### src/rtl/strb_pkg.sv
// Shared types and constants for the strobe event encoder: strobe indices, code width
// and output-stage state encoding.
package strb_pkg;

    localparam int unsigned NUM_STRB_DEF = 21;
    localparam int unsigned CODE_W_DEF   = 5;
    localparam int unsigned TS_W         = 16;

    typedef logic [NUM_STRB_DEF-1:0] strb_vec_t;
    typedef logic [CODE_W_DEF-1:0]   evt_code_t;

    // Bit positions of the decoder strobes, p0 first and j1 last.
    localparam int unsigned P0_IDX = 0;
    localparam int unsigned P1_IDX = 1;
    localparam int unsigned P2_IDX = 2;
    localparam int unsigned P3_IDX = 3;
    localparam int unsigned Q0_IDX = 4;
    localparam int unsigned Q1_IDX = 5;
    localparam int unsigned Q2_IDX = 6;
    localparam int unsigned Q3_IDX = 7;
    localparam int unsigned R0_IDX = 8;
    localparam int unsigned R1_IDX = 9;
    localparam int unsigned R2_IDX = 10;
    localparam int unsigned R3_IDX = 11;
    localparam int unsigned S0_IDX = 12;
    localparam int unsigned S1_IDX = 13;
    localparam int unsigned S2_IDX = 14;
    localparam int unsigned S3_IDX = 15;
    localparam int unsigned T0_IDX = 16;
    localparam int unsigned T1_IDX = 17;
    localparam int unsigned T2_IDX = 18;
    localparam int unsigned J0_IDX = 19;
    localparam int unsigned J1_IDX = 20;

    typedef enum logic {
        IDLE,
        OUT
    } out_state_e;

endpackage

### src/rtl/strb_prio_enc.sv
// Lowest-set-bit priority encoder over the pending strobe mask.
module strb_prio_enc
    import strb_pkg::*;
#(
    parameter int unsigned NUM_STRB = NUM_STRB_DEF,
    parameter int unsigned CODE_W   = CODE_W_DEF
) (
    input  logic [NUM_STRB-1:0] vec,
    output logic                found,
    output logic [CODE_W-1:0]   idx
);

    // Scan downward so the lowest set bit is the last one written.
    always_comb begin
        found = 1'b0;
        idx   = '0;
        for (int i = int'(NUM_STRB) - 1; i >= 0; i--) begin
            if (vec[i]) begin
                found = 1'b1;
                idx   = CODE_W'(i);
            end
        end
    end

endmodule

### src/rtl/strobe_event_encoder.sv
// Turns rising edges on decoded strobes into an ordered valid/ready stream of event codes.
// Optional STRB_TIMESTAMP_EN adds a cycle counter and per-event timestamp output evt_ts.
module strobe_event_encoder
    import strb_pkg::*;
#(
    parameter int unsigned NUM_STRB = NUM_STRB_DEF,
    parameter int unsigned CODE_W   = CODE_W_DEF,
    parameter int unsigned OVF_W    = 8
) (
    input  logic                clk,
    input  logic                reset,
    input  logic [NUM_STRB-1:0] strb_in,
    input  logic                enable,
    output logic                evt_valid,
    input  logic                evt_ready,
    output logic [CODE_W-1:0]   evt_code,
    output logic [NUM_STRB-1:0] pending,
    output logic [OVF_W-1:0]    ovf_cnt,
    output logic                busy
`ifdef STRB_TIMESTAMP_EN
    ,
    output logic [TS_W-1:0]     evt_ts
`endif
);

    localparam int unsigned SUM_W = OVF_W + 6;

    logic [NUM_STRB-1:0] strb_q;
    logic [NUM_STRB-1:0] pending_q, pending_d;
    logic [NUM_STRB-1:0] rise;
    logic [NUM_STRB-1:0] clr;
    logic [NUM_STRB-1:0] ovf_bits;
    logic [CODE_W-1:0]   code_q, code_d;
    logic [OVF_W-1:0]    ovf_q, ovf_d;
    logic [5:0]          ovf_inc;
    logic [SUM_W-1:0]    ovf_sum;
    out_state_e          state_q, state_d;
    logic                load;
    logic                enc_found;
    logic [CODE_W-1:0]   enc_idx;

    strb_prio_enc #(
        .NUM_STRB (NUM_STRB),
        .CODE_W   (CODE_W)
    ) u_prio_enc (
        .vec   (pending_q),
        .found (enc_found),
        .idx   (enc_idx)
    );

    always_comb begin
        rise    = strb_in & ~strb_q & {NUM_STRB{enable}};
        load    = (state_q == IDLE) || evt_ready;
        clr     = '0;
        state_d = state_q;
        code_d  = code_q;

        // The encoder sees only the registered mask; this cycle's rises wait one cycle.
        if (load) begin
            if (enc_found) begin
                state_d = OUT;
                code_d  = enc_idx;
                clr     = NUM_STRB'(1) << enc_idx;
            end else begin
                state_d = IDLE;
            end
        end

        // A bit being handed to the output register this cycle re-pends rather than overflows.
        ovf_bits  = rise & pending_q & ~clr;
        pending_d = (pending_q & ~clr) | rise;

        ovf_inc = '0;
        for (int i = 0; i < int'(NUM_STRB); i++) begin
            ovf_inc = ovf_inc + 6'(ovf_bits[i]);
        end
        ovf_sum = SUM_W'(ovf_q) + SUM_W'(ovf_inc);
        if (ovf_sum > SUM_W'({OVF_W{1'b1}})) begin
            ovf_d = '1;
        end else begin
            ovf_d = OVF_W'(ovf_sum);
        end
    end

    always_ff @(posedge clk) begin
        if (reset) begin
            strb_q    <= '0;
            pending_q <= '0;
            code_q    <= '0;
            ovf_q     <= '0;
            state_q   <= IDLE;
        end else begin
            strb_q    <= strb_in;
            pending_q <= pending_d;
            code_q    <= code_d;
            ovf_q     <= ovf_d;
            state_q   <= state_d;
        end
    end

`ifdef STRB_TIMESTAMP_EN
    logic [TS_W-1:0] ts_cnt_q;
    logic [TS_W-1:0] ts_mem_q [NUM_STRB];
    logic [TS_W-1:0] evt_ts_q;

    // An overflowed re-rise keeps the timestamp of the edge that is still pending.
    always_ff @(posedge clk) begin
        if (reset) begin
            ts_cnt_q <= '0;
            evt_ts_q <= '0;
            for (int i = 0; i < int'(NUM_STRB); i++) begin
                ts_mem_q[i] <= '0;
            end
        end else begin
            ts_cnt_q <= ts_cnt_q + 1'b1;
            for (int i = 0; i < int'(NUM_STRB); i++) begin
                if (rise[i] && !ovf_bits[i]) begin
                    ts_mem_q[i] <= ts_cnt_q;
                end
            end
            if (load && enc_found) begin
                evt_ts_q <= ts_mem_q[enc_idx];
            end
        end
    end

    assign evt_ts = evt_ts_q;
`endif

    assign evt_valid = (state_q == OUT);
    assign evt_code  = code_q;
    assign pending   = pending_q;
    assign ovf_cnt   = ovf_q;
    assign busy      = (|pending_q) || (state_q == OUT);

endmodule
### config.mk
export PLATFORM = sky130hd
export DESIGN_NAME = strobe_event_encoder
export DESIGN_NICKNAME = d
export VERILOG_FILES = /design/src/rtl/strb_pkg.sv /design/src/rtl/strb_prio_enc.sv /design/src/rtl/strobe_event_encoder.sv
export SDC_FILE = /design/constraint.sdc
export NUM_CORES = 1
export LEC_CHECK = 0
export CORE_MARGIN = 2
export CORE_UTILIZATION = 51
export DETAILED_ROUTE_END_ITERATION = 16
export PLACE_DENSITY = 0.8
export SLEW_MARGIN = 20
export SYNTH_ARGS = -nofsm -noshare
export SYNTH_HDL_FRONTEND = slang
export SYNTH_HIERARCHICAL = 1
export SYNTH_SLANG_ARGS = --single-unit
### constraint.sdc
create_clock -name clk -period 7.8 [get_ports clk]
set_input_delay 1.95 -clock clk [delete_from_list [all_inputs] [get_ports clk]]
set_output_delay 1.95 -clock clk [all_outputs]
set_load 0.01 [all_outputs]
# After elaboration in Yosys (flattened, before gate mapping)
# Cells that the tools add are included.
# W data, S select, Z words.
[op_classes]
n_addsub = 21
n_mul = 0
div = 0
order_cmp = 1
eq_ne = 0
n_shift = 1
mux = 46
bitwise_logic = 9
n_reduce_logical = 4
[ops]
columns = ["op", "count"]
rows = [
  ["$and A21 B21 Y21", 5],
  ["$mux W5", 21],
  ["$add A6 B1 Y6", 15],
  ["$mux W21", 2],
  ["$not A21 Y21", 2],
  ["$mux W1", 22],
  ["$or A21 B21 Y21", 1],
  ["$reduce_or A21 Y1", 1],
  ["$shl A1 B5 Y21 const A", 1],
  ["$add A8 B6 Y9", 1],
  ["$gt A9 B8 Y1 const B", 1],
  ["$mux W8", 1],
  ["$add A5 B1 Y6", 1],
  ["$add A4 B1 Y5", 1],
  ["$add A3 B1 Y4", 1],
  ["$add A2 B1 Y3", 1],
  ["$add A1 B1 Y2", 1],
  ["$logic_or A1 B1 Y1", 2],
  ["$reduce_and A2 Y1", 1],
  ["$not A1 Y1", 1],
]
[totals]
regBits = 56
latch_bits = 0
mem_bits_rw = 0
mem_bits_ro = 0
word_cells = 87
memories = 0

# Depth between registers and ports, before layout
# Gate-level depths: netlist (run 1).
[logic_depth]
word_depth = 49
mapped_depth = 22
depth_no_buf = 22

# By module
# Netlist (run 1), hierarchy kept.
[modules_own_cells]
columns = ["module", "n_inst", "cells_per_inst", "area_each_um2", "seq_area_each_um2"]
rows = [
  ["strobe_event_encoder", 1, 297, 2761.4, 1121.1],
  ["strb_prio_enc", 1, 41, 234.0, 0.0],
]

# Least setup slack after synthesis (run 1)
# Ideal clock, no wire load.
[synth_timing]
path_kind = "input to register"
startpoint = "input port evt_ready"
endpoint = "register ovf_q[0] (netlist: ovf_cnt[0])"
t_arrival_ns = 6.541
t_required_ns = 7.668
path_slack_ns = 1.126
stages = 17
path_buffers = 1
cell_sequence = "nand2b_1 > buf_2 > nand4_1 > o21ai_0 > or2_2 > fa_1 > fa_1 > fa_1 > fa_1 > inv_1 > fa_1 > ha_1 > fa_1 > a21oi_1 > o211ai_1 > nand3_1 > a21oi_1"
[synth_via]
elab_chain_cells = 27
[synth_lines]
columns = ["item", "line_no", "source"]
rows = [
  ["start, declared", "strobe_event_encoder.sv:15", "input logic evt_ready,"],
  ["$logic_or A1 B1 Y1 (*)", "strobe_event_encoder.sv:53", "load = (state_q == IDLE) || evt_ready;"],
  ["$mux W21 (*)", "strobe_event_encoder.sv:59", "if (load) begin"],
  ["$not A21 Y21 (*)", "strobe_event_encoder.sv:70", "ovf_bits = rise & pending_q & ~clr;"],
  ["$and A21 B21 Y21 (*)", "strobe_event_encoder.sv:70", ""],
  ["$add A1 B1 Y2", "strobe_event_encoder.sv:75", "ovf_inc = ovf_inc + 6'(ovf_bits[i]);"],
  ["$add A2 B1 Y3", "strobe_event_encoder.sv:75", ""],
  ["$add A3 B1 Y4", "strobe_event_encoder.sv:75", ""],
  ["$add A4 B1 Y5", "strobe_event_encoder.sv:75", ""],
  ["$add A5 B1 Y6", "strobe_event_encoder.sv:75", ""],
  ["$add A6 B1 Y6 (14 in series)", "strobe_event_encoder.sv:75", ""],
  ["$add A6 B1 Y6 (*)", "strobe_event_encoder.sv:75", ""],
  ["$add A8 B6 Y9 (*)", "strobe_event_encoder.sv:77", "ovf_sum = SUM_W'(ovf_q) + SUM_W'(ovf_inc);"],
  ["$gt A9 B8 Y1", "strobe_event_encoder.sv:78", "if (ovf_sum > SUM_W'({OVF_W{1'b1}})) begin"],
  ["$mux W8 (*)", "strobe_event_encoder.sv:78", ""],
  ["end signal, assigned", "strobe_event_encoder.sv:96", "ovf_q <= ovf_d;"],
  ["end, declared", "strobe_event_encoder.sv:34", "logic [OVF_W-1:0] ovf_q, ovf_d;"],
]
# Mark *: on every way between the ends. The rest lies on a longest branch, timed or not.
# A chain may end at the register's enable or synchronous reset.

# Worst setup path after layout (run 1)
[layout_timing]
startpoint = "input port evt_ready"
endpoint = "register ovf_q[1] (netlist: ovf_cnt[1])"
# The elaborated chain is that of the path after synthesis.

==> results of run 1 <==
==> cells in the final DEF, fill, tap and decap left out, types with 2 or more instances in the layout <==
master | synthesis | layout
nor3b_1 | 2 | 2
dfxtp_1 | 56 | 56
or4_1 | 2 | 2
nand3b_1 | 21 | 21
buf_4 | 0 | 4
and3_1 | 2 | 2
ha_1 | 13 | 13
clkbuf_8 | 0 | 5
o31ai_1 | 2 | 2
nand2b_1 | 3 | 3
fa_1 | 16 | 16
nor4_1 | 11 | 11
and2_1 | 2 | 2
nand2_1 | 12 | 12
clkdlybuf4s50_1 | 0 | 59
nor2b_1 | 24 | 24
or2_2 | 14 | 14
nand3_1 | 13 | 13
xnor2_1 | 4 | 4
nand4_1 | 5 | 5
nor2_1 | 19 | 19
o21ai_0 | 21 | 21
a21oi_1 | 41 | 41
nor3_1 | 5 | 5
inv_1 | 26 | 26
==> per-layer routing <==
| metal | share of wire | GRT usage | up-vias | routed length, µm |
|---|---|---|---|---|
| met5 | 0 | 0 | - | 0 |
| met2 | 0.49 | 0.438 | 113 | 3870 |
| met3 | 0.062 | 0.0461 | 22 | 489 |
| met1 | 0.42 | 0.343 | 1363 | 3320 |
| met4 | 0.026 | 0.100 | 0 | 208 |
| li1 | - | - | 1299 | - |
==> registers in the layout, indices dropped and copies added, names as in the netlist <==
name and flops:
pending 21, evt_valid 1, strb_q 21, evt_code 5, ovf_cnt 8
==> worst paths after layout <==
check,from,to,slack (ns),depth (start not counted)
setup / recovery,evt_ready,ovf_cnt[1],0.50,19
hold reg to reg,evt_code[3],evt_code[3],0.47,2
hold / removal,evt_code[3],evt_code[3],0.47,2
setup reg to reg,pending[6],ovf_cnt[1],1.07,19
==> power breakdown <==
group          total [mW]  leakage (nW)  internal (mW)  switching (mW)
Clock               0.167        0.0485         0.0647           0.102
Combinational       0.229         0.957          0.107           0.121
Sequential          0.333         0.463          0.309          0.0238
==> critical path: cells and delay by family <==
family,cells,cell delay [ns]
AOI/OAI and AO/OA,4,0.82
adders and majority gates,7,3.20
buffers and inverters,4,0.75
and+or+nand+nor,4,0.73
==> logic make-up (layout without fill, tap and decap cells) <==
group	after synthesis	in the layout	synth area share
simple gates	139	139	0.271
flops	56	56	0.374
compound gates	74	74	0.136
fa+ha+maj	29	29	0.161
xor+xnor	4	4	0.0117
buf+inv	36	98	0.0459
==> final cells by class <==
class | instances | area share
sequential | 56 | 0.298
timing repair buffer | 64 | 0.166
inverter | 26 | 0.0259
tap | 72 | 0.0239
clock inverter | 3 | 0.00599
multi-input combinational | 246 | 0.462
clock buffer | 5 | 0.0183
==> impl_metrics.toml, run 1 <==
[status]
run_status = "complete, no violations"

[clock_network]
cts_tree = "done"
hold_buffers = 0
clk_latency_ns = 0.32
cts.path.max_buffers = 2
post_cts_buffers = 0
cts_sinks = 56
post_cts_resized = 0
clk_pin_slew_worst_paths_ns = 0.11
cts-buffers-inserted = 5
h-tree-depth = 2
cts-root-buf = "clkbuf_8"

[die]
core_um2 = 5570
initial_utilization = 0.537
fp.dieH_um = 80.6
rows = 27
fp.dieW_um = 80.6
num_io_pins = 61
dieArea_um2 = 6500

[synth]
yosysWarnings = 6
netlist_area_um2 = 3000
ys_ff_latch = 56
syn_nets = 392
synth-edff-count = 0
synth-async-reset-ratio = 0
synthCells = 338
avgSynthCellArea_um2 = 8.86
yosysUniqueCellTypes = 39
synth_top_cells_by_count = "dfxtp_1 (56), a21oi_1 (41), inv_1 (26)"
yosys.cell_count.top_type = "dfxtp_1"
yosys-top-cells-area = "dfxtp_1 (37%), fa_1 (11%), a21oi_1 (6.9%)"
synth_ff_type = "dfxtp_1"
ys_seq_area_frac = 0.374
synth_top_area_share = 0.374
synth_area_leader_cell = "dfxtp_1"

[cells_and_area]
multi_input_comb_area_um2 = 1740
n_antenna_cell = 0
areaGrowthSynthToFinish_pct = 25.6
stdcell_area_um2 = 3760
drive_above_1_share = 0.0700
seq_area_um2 = 1120
final_nets = 453
fillerInstances = 470
final_cells = 472
post-route-util = 0.675

[placement]
postPlaceCellArea_um2 = 3670
io_buffers = 60
place_congestion = 0.917
dp_slack_ns = 0.327
place_inst = 464
dp.final_hpwl_mm = 5.74

[power_and_ir_drop]
ir_worst_vdd_mv = 0.161
power.density_nw_per_um2 = 194
power_uw = 729
leakage_nw = 1.47

[timing]
max_freq_ghz = 0.137
min_period_ns = 7.30
setup_tns_ns = 0
drv_slew = 0
hold_slack_ns = 0.467
setup_viol = 0
tightest_slew_ns = 1.03
finClkSkew_ns = 0.00515
max_slew_margin = 0.315
timing.final.ws_setup_ns = 0.496
hold_viol = 0
post-route-period-util = 0.936
rsz0062_at_grt = "no"

[route]
drc_errors = 0
vias = 2797
wl_per_cell_um = 16.7
via_per_inst = 5.93
drtIter0Drc = 188
wl_mm = 7.88
ant_nets = 0
first_pass_iters = 5

[grt]
grt-ovfl-total = 0
grt_pass1_vias = 2655
grtUsageTotal = 0.264
grt_antenna_before_repair = 0
grt_pass1_wl_mm = 13.0
grt_max_degree = 57

[worst_setup_path]
arrival_ns = 7.47
critPathKind = "input pin to register"
crit_top_cell = "fa_1"
start_kind = "input pin"
slowest_stage = "fa_1"
end_kind = "register"
path_max_fanout = 7
crit_chain = "clkdlybuf4s50_1 > nand2b_1 > buf_4 > nand4b_1 > o21ai_0 > nor2_1 > fa_1 > inv_1 > fa_1 > fa_1 > fa_1 > inv_1 > fa_1 > ha_1 > fa_1 > a21oi_1 > o211ai_1 > nand3_1 > a21oi_1"
slowest_delay_ns = 0.55
cp.required_ns = 7.97

[hold_path]
hp-class = "register to register"

[job]
maxCapViolCount = 0
Note: power is estimated with default switching activity, not from simulation.
==> run 2, diff against run 1 <==
Settings changed: GPL_ROUTABILITY_DRIVEN set to 1, TNS_END_PERCENT set to 10.
==> results of run 2 <==
No change in the layout: final DEF, timing and power equal those of run 1.
==> run 3, diff against run 2 <==
Settings changed: PLACE_DENSITY 0.8 to 0.82.
==> run 3 against run 2 <==
  * Global-route usage down 2.0 points
  * Sequential cell count unchanged
  * Die area unchanged
  * Core utilization down 0.18 points
  * Combinational power down 2%
  * Largest power group unchanged
==> impl_metrics.toml, run 3 (synthesis results as in run 1) <==
[status]
run_status = "complete, no violations"

[die]
num_io_pins = 61
fp.dieW_um = 80.6
fp.dieH_um = 80.6
initial_utilization = 0.537
rows = 27
core_um2 = 5570
dieArea_um2 = 6500

[power_and_ir_drop]
swShare = 0.332
power.share.clock = 0.221
comb_power_share = 0.313
p_switching_uw = 237
power_uw = 715
leakage_nw = 1.46
power.density_nw_per_um2 = 191
p_int_uw = 478
p_seq_frac = 0.466
ir_worst_vdd_mv = 0.117

[placement]
place_inst = 463
io_buffers = 60
postPlaceCellArea_um2 = 3660
dp.final_hpwl_mm = 5.69
dp_slack_ns = 0.188
place_congestion = 0.962

[job]
maxCapViolCount = 0

[hold_path]
hp-class = "register to register"
min_path_cells = 2

[worst_setup_path]
reg2regPathDepth = 19
slowest_stage = "fa_1"
worstReg2RegStart = "pending[7]"
path_max_fanout = 13
crit_chain = "clkdlybuf4s50_1 > nand2b_1 > nand4b_1 > o21ai_0 > nor2_1 > fa_1 > inv_1 > fa_1 > fa_1 > fa_1 > inv_1 > fa_1 > ha_1 > fa_1 > a21oi_1 > o211ai_1 > nand3_1 > a21oi_1"
arrival_ns = 7.47
cpLargestDelayFamily = "adder cells"
cp_num_buf_inv = 3
crit_top_cell = "fa_1"
endpoint = "ovf_cnt[5]"
slowest_delay_ns = 0.54
timing.critical_path.from = "evt_ready"
rr_endpoint = "ovf_cnt[5]"
start_kind = "input pin"
critical_path_cell_count = 18
cp.required_ns = 7.95
rrSetupSlack_ns = 1.03
end_kind = "register"
critPathKind = "input pin to register"

[cells_and_area]
final_cells = 471
seq_area_um2 = 1120
stdcell_area_um2 = 3750
final_cell_mix = "clkdlybuf4s50_1 (59), dfxtp_1 (56), a21oi_1 (41)"
final_nets = 452
multi_input_comb_area_um2 = 1740
n_antenna_cell = 0
final_common_cell = "clkdlybuf4s50_1"
areaGrowthSynthToFinish_pct = 25.3
drive_above_1_share = 0.0677
fillerInstances = 457

[clock_network]
cts.path.max_buffers = 2
hold_buffers = 0
h-tree-depth = 2
post_cts_buffers = 0
cts-root-buf = "clkbuf_8"
cts_tree = "done"
cts_sinks = 56
post_cts_resized = 0
clk_latency_ns = 0.31
clk_pin_slew_worst_paths_ns = 0.10
cts-buffers-inserted = 5

[timing]
setup_tns_ns = 0
hold_viol = 0
setup_viol = 0
max_freq_ghz = 0.137
min_period_ns = 7.32
finClkSkew_ns = 0.00830
rsz0062_at_grt = "no"
max_slew_margin = 0.361
post-route-period-util = 0.938
timing.final.ws_setup_ns = 0.482
drv_slew = 0
tightest_slew_ns = 0.959

[route]
first_pass_iters = 5
ant_nets = 0
via_per_inst = 5.78
wl_per_cell_um = 16.0
wl_mm = 7.53
drc_errors = 0
vias = 2721
drtIter0Drc = 315

[grt]
grtUsageTotal = 0.244
grt-ovfl-total = 0
grt_max_degree = 57
grt_pass1_vias = 2679
grt_pass1_wl_mm = 12.4
grt_antenna_before_repair = 0
-- run 3: changes by cell type in the layout (fill, tap and decap cells not counted), sizes merged --
cell	change
clkinv	+1
inv	-1
buf	-1
-- run 3: routing by layer --
layer / vias up / share of wire / track usage
met4: 0 / 0.017 / 0.0661
met3: 12 / 0.073 / 0.0461
li1: 1288 / - / -
met2: 127 / 0.49 / 0.413
met1: 1294 / 0.42 / 0.319
met5: - / 0 / 0
-- run 3: power groups by stage --
| stage | sequential, mW | clock (mW) | combinational (mW) |
|---|---|---|---|
| 5_1_grt | 0.336 | 0.171 | 0.248 |
| 6_report | 0.333 | 0.158 | 0.224 |
| 3_3_place_gp | 0.338 | 0 | 0.216 |
| 3_5_place_dp | 0.338 | 0 | 0.221 |
| 2_1_floorplan | 0.340 | 0 | 0.127 |
| 4_1_cts | 0.332 | 0.160 | 0.223 |
-- run 3: tightest hold or removal path: cells and delay by family, from the launching register on --
kind,cells,cell delay (ns)
DFF,1,0.32
AOI/OAI and AO/OA,1,0.05
and+or+nand+nor,1,0.05
-- run 3: metrics by stage --
stage	utilization	hold WS, ns
3_3_place_gp	0.657	0.445
5_1_grt	0.673	0.486
3_5_place_dp	0.657	0.448
6_report	0.673	0.460
2_1_floorplan	-	0.481
4_1_cts	0.673	0.462
-- run 3: layout make-up --
cell class,instances,area share
multi-input cells,246,0.463
repair buffers,63,0.165
flip-flops and latches,56,0.299
inverters,26,0.0260
clock buffers,5,0.0183
clock inverters,3,0.00500
well taps,72,0.0240
-- run 3: worst min-delay path by stage --
stage                      startpoint          end  slack, ns
after floorplan           evt_code[0]  evt_code[0]       0.48
after global placement    evt_code[1]  evt_code[1]       0.44
after detailed placement  evt_code[0]  evt_code[0]       0.45
after CTS                 evt_code[0]  evt_code[0]       0.46
after global routing      evt_code[4]  evt_code[4]       0.49
final                     evt_code[0]  evt_code[0]       0.46
==> RTL edit (config.mk and constraints of run 1) <==
Build with the macro `STRB_TIMESTAMP_EN` defined.
--- a/src/rtl/strobe_event_encoder.sv
+++ b/src/rtl/strobe_event_encoder.sv
@@ -1,5 +1,7 @@
 // Turns rising edges on decoded strobes into an ordered valid/ready stream of event codes.
 // Optional STRB_TIMESTAMP_EN adds a cycle counter and per-event timestamp output evt_ts.
+`define STRB_TIMESTAMP_EN
+
 module strobe_event_encoder
     import strb_pkg::*;
 #(
Formal check against the unedited RTL (old outputs only; new: evt_ts): equivalent (Yosys induction, for registers that start in step).
==> RTL edit against run 1 <==
  * Largest cell class is now flip-flops and latches
  * Power increased to 7.7 times the old value
  * Critical path depth decreased by 1
  * First-iteration DRC count increased to 11 times the old value
  * Via count increased to 4.8 times the old value
  * Cell area increased to 5.8 times the old value
  * Synthesized area increased to 6.5 times the old value
  * Worst hold slack improved by 0.014 ns
  * Worst setup slack improved by 0.17 ns
  * Routed wire length increased to 6.8 times the old value
  * Fmax increased by 2.4%
  * Sequential cell count increased by 368
  * Global-route usage increased by 1.2 points
  * Clock power increased to 11 times the old value
==> RTL edit: results (changes against run 1) <==
* Drt initial violations at 2028 (+980%)
* GR met3 Demand/Resource at 0.0506 (+0.00457)
* GR Layer Usage met1 at 0.373 (+0.0302)
* R2R Path End: ovf_cnt[4]$_SDFF_PP0_
* Wire length on met2 at 25.7 mm (+560%)
* Clock slew at reported path FFs at 0.06 ns (-0.05 ns)
* Net switching power at 1540 uW (+520%)
* RD Place Congestion at 0.885 (-3.5%)
* Placed cell count at 1956 (+320%)
* Largest net degree at the start of global routing at 82 (+44%)
* Met1 wire length at 19.7 mm (+490%)
* Longest Clk Path Bufs at 3 (+1)
* Post-DP HPWL at 32.6 mm (+470%)
* Yosys cell types at 62 (+59%)
* Top cells by count, synth: edfxtp_1, nor3_1, dfxtp_1
* GR Util met2 at 0.447 (+0.00818)
* Setup WS pre-CTS at 0.144 ns (-0.183 ns)
* Seq group at 2670 uW (+700%)
* CTS Buf Count at 42 (+37)
* Status: complete, no violations
* Clock group total power at 1890 uW (+1000%)
* Synth Area per Inst at 13.2 um2 (+49%)
* Total wire length at 53.7 mm (+580%)
* Register area share after synthesis at 0.609 (+0.235)
* WL per Instance at 26.4 um (+58%)
* Reg2reg start: pending[7]$_SDFF_PP0_
* Worst Tran Pin Value at 1.17 ns (+0.146 ns)
* Vias in the first global route at 13300 (+400%)
* Multi-input logic area at 6720 um2 (+290%)
[RTL edit: kinds of logic (layout without fill, tap and decap cells)]
| logic type | Yosys count | after routing | synth area share |
|---|---|---|---|
| AO/OA/AOI/OAI | 183 | 183 | 0.0619 |
| XOR/XNOR | 12 | 12 | 0.00540 |
| adder cells (fa/ha/maj) | 30 | 30 | 0.0255 |
| buffers and inverters | 201 | 251 | 0.0481 |
| flip-flops | 424 | 424 | 0.609 |
| multiplexers | 85 | 85 | 0.0954 |
| other | 0 | 1 | 0 |
| AND/OR/NAND/NOR | 536 | 536 | 0.154 |
[RTL edit: area by class of cell]
cell class / count / area share
timing repair buffer: 117 / 0.0490
inverter: 58 / 0.0100
clock inverter: 18 / 0.00506
sequential: 424 / 0.545
multi-input combinational: 846 / 0.309
clock buffer: 58 / 0.0521
tap: 511 / 0.0294
antenna: 1 / 0.000115
